[config.mk]
export PLATFORM = sky130hd
export DESIGN_NAME = sevenseg_reader
export DESIGN_NICKNAME = d
export VERILOG_FILES = /design/src/rtl/sevenseg_pkg.sv /design/src/rtl/seg_pattern_decode.sv /design/src/rtl/sevenseg_reader.sv
export SDC_FILE = /design/constraint.sdc
export NUM_CORES = 1
export LEC_CHECK = 0
export CAP_MARGIN = 20
export CORE_MARGIN = 5
export CORE_UTILIZATION = 58
export DETAILED_ROUTE_END_ITERATION = 6
export PLACE_DENSITY = 0.8
export SYNTH_ARGS = -nofsm -noshare
export SYNTH_HDL_FRONTEND = slang
export SYNTH_SLANG_ARGS = --single-unit
[constraint.sdc]
create_clock -name clk -period 4.3 [get_ports clk]
set_input_delay 0.86 -clock clk [delete_from_list [all_inputs] [get_ports clk]]
set_output_delay 0.86 -clock clk [all_outputs]
set_load 0.01 [all_outputs]
[src/rtl/sevenseg_pkg.sv]
// Shared constants for the seven-segment readback path: active-low segment
// patterns (bits 6..0 = g..a), the error/blank digit code and the frame FSM
// state type.
package sevenseg_pkg;

  localparam logic [6:0] SEG_0     = 7'h40;
  localparam logic [6:0] SEG_1     = 7'h79;
  localparam logic [6:0] SEG_2     = 7'h24;
  localparam logic [6:0] SEG_3     = 7'h30;
  localparam logic [6:0] SEG_4     = 7'h19;
  localparam logic [6:0] SEG_5     = 7'h12;
  localparam logic [6:0] SEG_6     = 7'h02;
  localparam logic [6:0] SEG_7     = 7'h78;
  localparam logic [6:0] SEG_8     = 7'h00;
  localparam logic [6:0] SEG_9     = 7'h10;
  localparam logic [6:0] SEG_BLANK = 7'h7F;

  localparam logic [3:0] DIGIT_ERR = 4'hF;

  typedef enum logic [0:0] {
    COLLECT = 1'b0,
    PRESENT = 1'b1
  } state_t;

endpackage

[src/rtl/seg_pattern_decode.sv]
// Combinational inverse of the seven-segment encoder: maps an active-low
// 7-bit pattern to a BCD digit, flagging blank (all off) and unknown patterns.
// Blank and unknown patterns both report DIGIT_ERR as the digit value.
module seg_pattern_decode
  import sevenseg_pkg::*;
(
  input  logic [6:0] pattern,
  output logic [3:0] digit,
  output logic       blank,
  output logic       err
);

  // Table lookup of the ten digit patterns plus blank.
  // NOTE: every output gets a default before the case so no latch is inferred.
  always_comb begin
    digit = DIGIT_ERR;
    blank = 1'b0;
    err   = 1'b0;
    case (pattern)
      SEG_0:     digit = 4'd0;
      SEG_1:     digit = 4'd1;
      SEG_2:     digit = 4'd2;
      SEG_3:     digit = 4'd3;
      SEG_4:     digit = 4'd4;
      SEG_5:     digit = 4'd5;
      SEG_6:     digit = 4'd6;
      SEG_7:     digit = 4'd7;
      SEG_8:     digit = 4'd8;
      SEG_9:     digit = 4'd9;
      SEG_BLANK: blank = 1'b1;
      default:   err   = 1'b1;
    endcase
  end

endmodule

[src/rtl/sevenseg_reader.sv]
// Seven-segment display reader. Samples a multiplexed active-low segment bus,
// requires STABLE_CYCLES identical samples per digit before accepting it, and
// presents one complete frame of digits per valid/ready handshake.
// Optional build macro SEVENSEG_READER_CHANGE_ONLY_EN: frames identical to the
// last handshaken frame are dropped instead of presented.
module sevenseg_reader
  import sevenseg_pkg::*;
#(
  parameter int NUM_DIGITS    = 4,
  parameter int STABLE_CYCLES = 4
) (
  input  logic                    clk,
  input  logic                    rst,
  input  logic [7:0]              seg_in,
  input  logic [NUM_DIGITS-1:0]   dig_sel,
  output logic [4*NUM_DIGITS-1:0] out_digits,
  output logic [NUM_DIGITS-1:0]   out_blank,
  output logic [NUM_DIGITS-1:0]   out_err,
  output logic                    out_valid,
  input  logic                    out_ready,
  output logic                    sel_err
);

  localparam int              CNT_W   = $clog2(STABLE_CYCLES + 1);
  localparam logic [CNT_W-1:0] CNT_MAX = CNT_W'(STABLE_CYCLES);
  localparam logic [CNT_W-1:0] CNT_ONE = CNT_W'(1);

  logic [6:0]              seg7;
  logic                    dp_unused;
  logic [3:0]              dec_digit;
  logic                    dec_blank;
  logic                    dec_err;
  logic                    sel_onehot;
  logic                    sel_multi;

  logic [6:0]              last_q [NUM_DIGITS];
  logic [6:0]              last_n [NUM_DIGITS];
  logic [CNT_W-1:0]        cnt_q  [NUM_DIGITS];
  logic [CNT_W-1:0]        cnt_n  [NUM_DIGITS];
  logic [NUM_DIGITS-1:0]   cap_now;
  logic [NUM_DIGITS-1:0]   captured_q;
  logic [4*NUM_DIGITS-1:0] stage_dig_q,   stage_dig_n;
  logic [NUM_DIGITS-1:0]   stage_blank_q, stage_blank_n;
  logic [NUM_DIGITS-1:0]   stage_err_q,   stage_err_n;
  state_t                  state_q;
  logic                    frame_done;
  logic                    frame_same;

  // The decimal point does not participate in decoding.
  assign seg7      = seg_in[6:0];
  assign dp_unused = seg_in[7];

  seg_pattern_decode u_decode (
    .pattern (seg7),
    .digit   (dec_digit),
    .blank   (dec_blank),
    .err     (dec_err)
  );

  // Only a clean one-hot strobe updates a filter; multi-hot is a bus fault.
  assign sel_onehot = $onehot(dig_sel);
  assign sel_multi  = !$onehot0(dig_sel);

  // Per-digit stability filter: run-length count of identical samples and
  // capture into staging when the run reaches STABLE_CYCLES.
  always_comb begin
    last_n        = last_q;
    cnt_n         = cnt_q;
    cap_now       = '0;
    stage_dig_n   = stage_dig_q;
    stage_blank_n = stage_blank_q;
    stage_err_n   = stage_err_q;
    for (int i = 0; i < NUM_DIGITS; i++) begin
      if (sel_onehot && dig_sel[i]) begin
        if (seg7 == last_q[i]) begin
          cnt_n[i] = (cnt_q[i] == CNT_MAX) ? CNT_MAX : cnt_q[i] + CNT_ONE;
        end else begin
          last_n[i] = seg7;
          cnt_n[i]  = CNT_ONE;
        end
        if (cnt_n[i] == CNT_MAX) begin
          cap_now[i]           = 1'b1;
          stage_dig_n[4*i +: 4] = dec_digit;
          stage_blank_n[i]     = dec_blank;
          stage_err_n[i]       = dec_err;
        end
      end
    end
  end

  // Filter and staging registers.
  // NOTE: the small per-digit history is reset so a fresh run always needs a
  // full STABLE_CYCLES of samples; this is flop state, not a RAM.
  always_ff @(posedge clk or posedge rst) begin
    if (rst) begin
      for (int i = 0; i < NUM_DIGITS; i++) begin
        last_q[i] <= '0;
        cnt_q[i]  <= '0;
      end
      stage_dig_q   <= '0;
      stage_blank_q <= '0;
      stage_err_q   <= '0;
    end else begin
      // NOTE: sequential state uses non-blocking assignment only.
      last_q        <= last_n;
      cnt_q         <= cnt_n;
      stage_dig_q   <= stage_dig_n;
      stage_blank_q <= stage_blank_n;
      stage_err_q   <= stage_err_n;
    end
  end

  // A frame is complete once every digit has captured, counting this cycle.
  assign frame_done = &(captured_q | cap_now);

`ifdef SEVENSEG_READER_CHANGE_ONLY_EN
  logic [6*NUM_DIGITS-1:0] last_frame_q;
  logic                    last_frame_vld_q;

  assign frame_same = last_frame_vld_q &&
                      ({stage_dig_n, stage_blank_n, stage_err_n} == last_frame_q);

  // Remember the most recently handshaken frame for duplicate suppression.
  always_ff @(posedge clk or posedge rst) begin
    if (rst) begin
      last_frame_q     <= '0;
      last_frame_vld_q <= 1'b0;
    end else if (state_q == PRESENT && out_ready) begin
      last_frame_q     <= {out_digits, out_blank, out_err};
      last_frame_vld_q <= 1'b1;
    end
  end
`else
  assign frame_same = 1'b0;
`endif

  // Frame FSM: collect captures, then hold the frame until it is accepted.
  // An accepting handshake clears captured even if a digit captured that cycle.
  always_ff @(posedge clk or posedge rst) begin
    if (rst) begin
      state_q    <= COLLECT;
      captured_q <= '0;
      out_digits <= '0;
      out_blank  <= '0;
      out_err    <= '0;
      sel_err    <= 1'b0;
    end else begin
      sel_err <= sel_multi;
      case (state_q)
        COLLECT: begin
          if (frame_done) begin
            captured_q <= '0;
            if (!frame_same) begin
              out_digits <= stage_dig_n;
              out_blank  <= stage_blank_n;
              out_err    <= stage_err_n;
              state_q    <= PRESENT;
            end
          end else begin
            captured_q <= captured_q | cap_now;
          end
        end
        PRESENT: begin
          if (out_ready) begin
            captured_q <= '0;
            state_q    <= COLLECT;
          end else begin
            captured_q <= captured_q | cap_now;
          end
        end
        default: state_q <= COLLECT;
      endcase
    end
  end

  assign out_valid = (state_q == PRESENT);

endmodule

==> qor.yml <==
dp_hpwl_um: 6320
cts_buffer_depth: 2
hold_violations: 0
maxSlewHeadroom_pct: 49.4
grt_pass1_vias: 3179
postRouteAntennaNets: 0
syn-instance-count: 375
n_fill_cell: 550
synthFlopType: "dfrtp_1"
ctsHoldBuffers: 0
h-tree-depth: 3
design.die.area_um2: 9950
post-route-period-util_pct: 95.3
skew_ns: 0.00896
overflow: 0
grt-busiest-layer: "met2"
ff_latch_area_um2: 2350
finalPower_w: 0.00224
clkTransAtPathRegs_ns: 0.10
antenna_found_initial: 0
drive_gt1_share_pct: 27.6
core_area_um2: 7810
status: "finished, final reports clean"
multi_input_area_um2: 2140
synthToLayoutAreaGrowth_pct: 17.7
portBuffers: 39
crit_family: "adder cells"
cts_buffers: 9
crit_arrival_ns: 4.36
ys_types: 57
setup_violations: 0
p_leak_nw: 2.47
die_y_um: 99.8
clock_sinks: 94
avgRoutedWirePerCell_um: 16.8
fin_nets: 457
slowest_stage: "fa_1"
fmax_ghz: 0.244
grt_usage_pct: 19.9
required_ns: 4.57
cp_slowest_stage_delay_ns: 0.52
grt_first_pass_wirelength_um: 15700
holdCritPathClass: "register to register"
grt_max_degree: 59
finalMaxSlewViolations: 0
initial_core_util_pct: 59.9
cap_violations: 0
critPathMostFrequentCell: "inv_1"
wl_um: 9030
synth_nets: 402
firstDrtPassIters: 4
insertion_delay_ns: 0.37
worst_slew_pin_slew_ns: 0.752
rsz0062_at_grt: "no"
syn-cell-area_um2: 4670
worst_setup_path_end_kind: "register"
ys_seq_elements: 94
core.rowCount: 32
synthTopCellsByArea: "dfrtp_1 (50%), mux2_2 (14%), xnor2_1 (3.9%)"
use_met3_pct: 3.79
cts-root-buf: "clkbuf_8"
drt_iter0_drc: 117
synth_top_area_cell: "dfrtp_1"
period_needed_ns: 4.10
gp_congestion: 0.831
synth_warnings: 0
fin_setup_tns_ns: 0
synth_edf_count: 0
critPathLaunchType: "input port"
path_buf_inv: 5
ys_async_sr_fraction_pct: 100
path_cells: "clkdlybuf4s50_1 -> inv_1 -> fa_1 -> inv_1 -> ha_1 -> inv_1 -> ha_1 -> and4bb_2 -> nand2b_2 -> a2111oi_4 -> o22a_1 -> o211a_1 -> buf_12 -> mux2_2"
cp_max_fo: 24
cts_tree: "yes"
drc_errors: 0
power_density_nw_per_um2: 408
ios: 41
synth_top_area_share_pct: 50.3
num_vias: 3054
grt_use_met1_pct: 27.6
vias_per_cell: 5.69
synth.avg_cell_area_um2: 12.5
die_w_um: 99.8
ys_seq_area_share_pct: 50.3
n_antenna_cell: 0
use_met2_pct: 30.4
worst-setup-path-type: "input port to register"
ir_drop_v: 0.000202
[cells in the mapped netlist (all sizes together), types with 2 or more instances]
master   instances
nor2             9
dfrtp           94
o21a             2
nor2b            4
a2111oi          2
o21ai           12
a21o             3
nor4             5
or3b             2
mux2i            3
a21oi           14
clkbuf           5
or4b             2
nand2b           7
buf             14
o31ai            2
nand2           11
nand4            3
a211oi           3
xnor2           21
o211ai           3
o22ai            5
and4             3
xor2             8
nor3b            2
nand3b           3
nor4bb           3
and4bb           2
nand3            6
mux2            71
ha              11
and2             3
inv             22
[layout by cell type, fill, tap and decap left out, types with 4 or more instances in the layout]
cell type,count
dfrtp_1,94
clkbuf_8,9
nand2_1,11
inv_1,21
clkdlybuf4s50_1,39
nand3_1,6
xnor2_1,21
nand2b_1,6
nor2b_1,4
mux2_2,58
o22ai_1,5
nor2_1,9
xor2_1,8
ha_1,11
a21oi_1,14
mux2_4,11
buf_4,21
nor4_1,5
o21ai_0,11
[metrics by stage]
stage	hold WS, ns	setup WS (ns)	area, µm²	instances	util [%]
6_report	0.498	0.203	5500	537	70.4
5_1_grt	0.522	0.0305	5500	537	70.4
4_1_cts	0.506	0.121	5470	536	70.0
3_5_place_dp	0.481	-0.254	5280	520	67.6
3_3_place_gp	0.470	-0.173	5280	520	67.6
2_1_floorplan	0.457	0.319	4670	375	-
[layout make-up]
cell class                      instances  area share, %
Tap cell                              102           2.32
Timing Repair Buffer                   63           11.1
Multi-Input combinational cell        240           38.9
Clock inverter                          7           1.18
Clock buffer                            9           2.25
Sequential cell                        94           42.8
Inverter                               22           1.52
[worst register-to-register path, stage by stage (launching register included)]
cell	delay (ns)
dfrtp_1	0.41
inv_1	0.08
ha_1	0.32
nor3b_1	0.27
o22ai_1	0.15
nor4bb_4	0.31
buf_4	0.16
o22a_1	0.16
o211a_1	0.22
buf_12	0.20
mux2_2	0.36
[registers in the layout, summed over array words and instances, names as in the netlist]
signal,count
cnt_q,12
out_err,4
out_valid,1
sel_err,1
stage_err_q,4
out_digits,16
captured_q,4
out_blank,4
stage_dig_q,16
last_q,28
stage_blank_q,4
[where the power goes]
part	switching (W)	internal, W	leakage (nW)
logic	0.000232	0.000290	1.16
clock network	0.000342	0.000224	0.0943
registers	0.000112	0.00104	1.22
[cells by family after synthesis]
kind of cell,after synthesis,share of synthesized area (%)
fa+ha+maj,12,3.37
xor+xnor,29,5.44
simple gates,70,9.34
flops,94,50.3
buf+inv,41,4.47
compound gates,55,8.41
mux,74,18.6
[routing by layer]
layer / vias up / wire [µm]
met2: 57 / 4230
met5: - / 0
met4: 0 / 253
li1: 1440 / -
met1: 1537 / 4220
met3: 20 / 317
[what timing repair did]
action,4_1_cts,5_1_grt
setup endpoints to repair,0,21
resized for setup,0,2
buffers inserted,0,0
[final timing paths]
check                                   start             end  slack [ns]  depth (start not counted)
worst max-delay path               dig_sel[0]  out_digits[15]        0.20                         14
worst min register to register  out_digits[3]   out_digits[3]        0.50                          1
max in group asynchronous                 rst        cnt_q[7]        2.70                          4
min in group asynchronous                 rst  stage_dig_q[2]        0.81                          2
worst min-delay path            out_digits[3]   out_digits[3]        0.50                          1
worst max register to register       cnt_q[9]  out_digits[15]        1.54                         10
No activity file was read; power rests on OpenSTA's default activity.
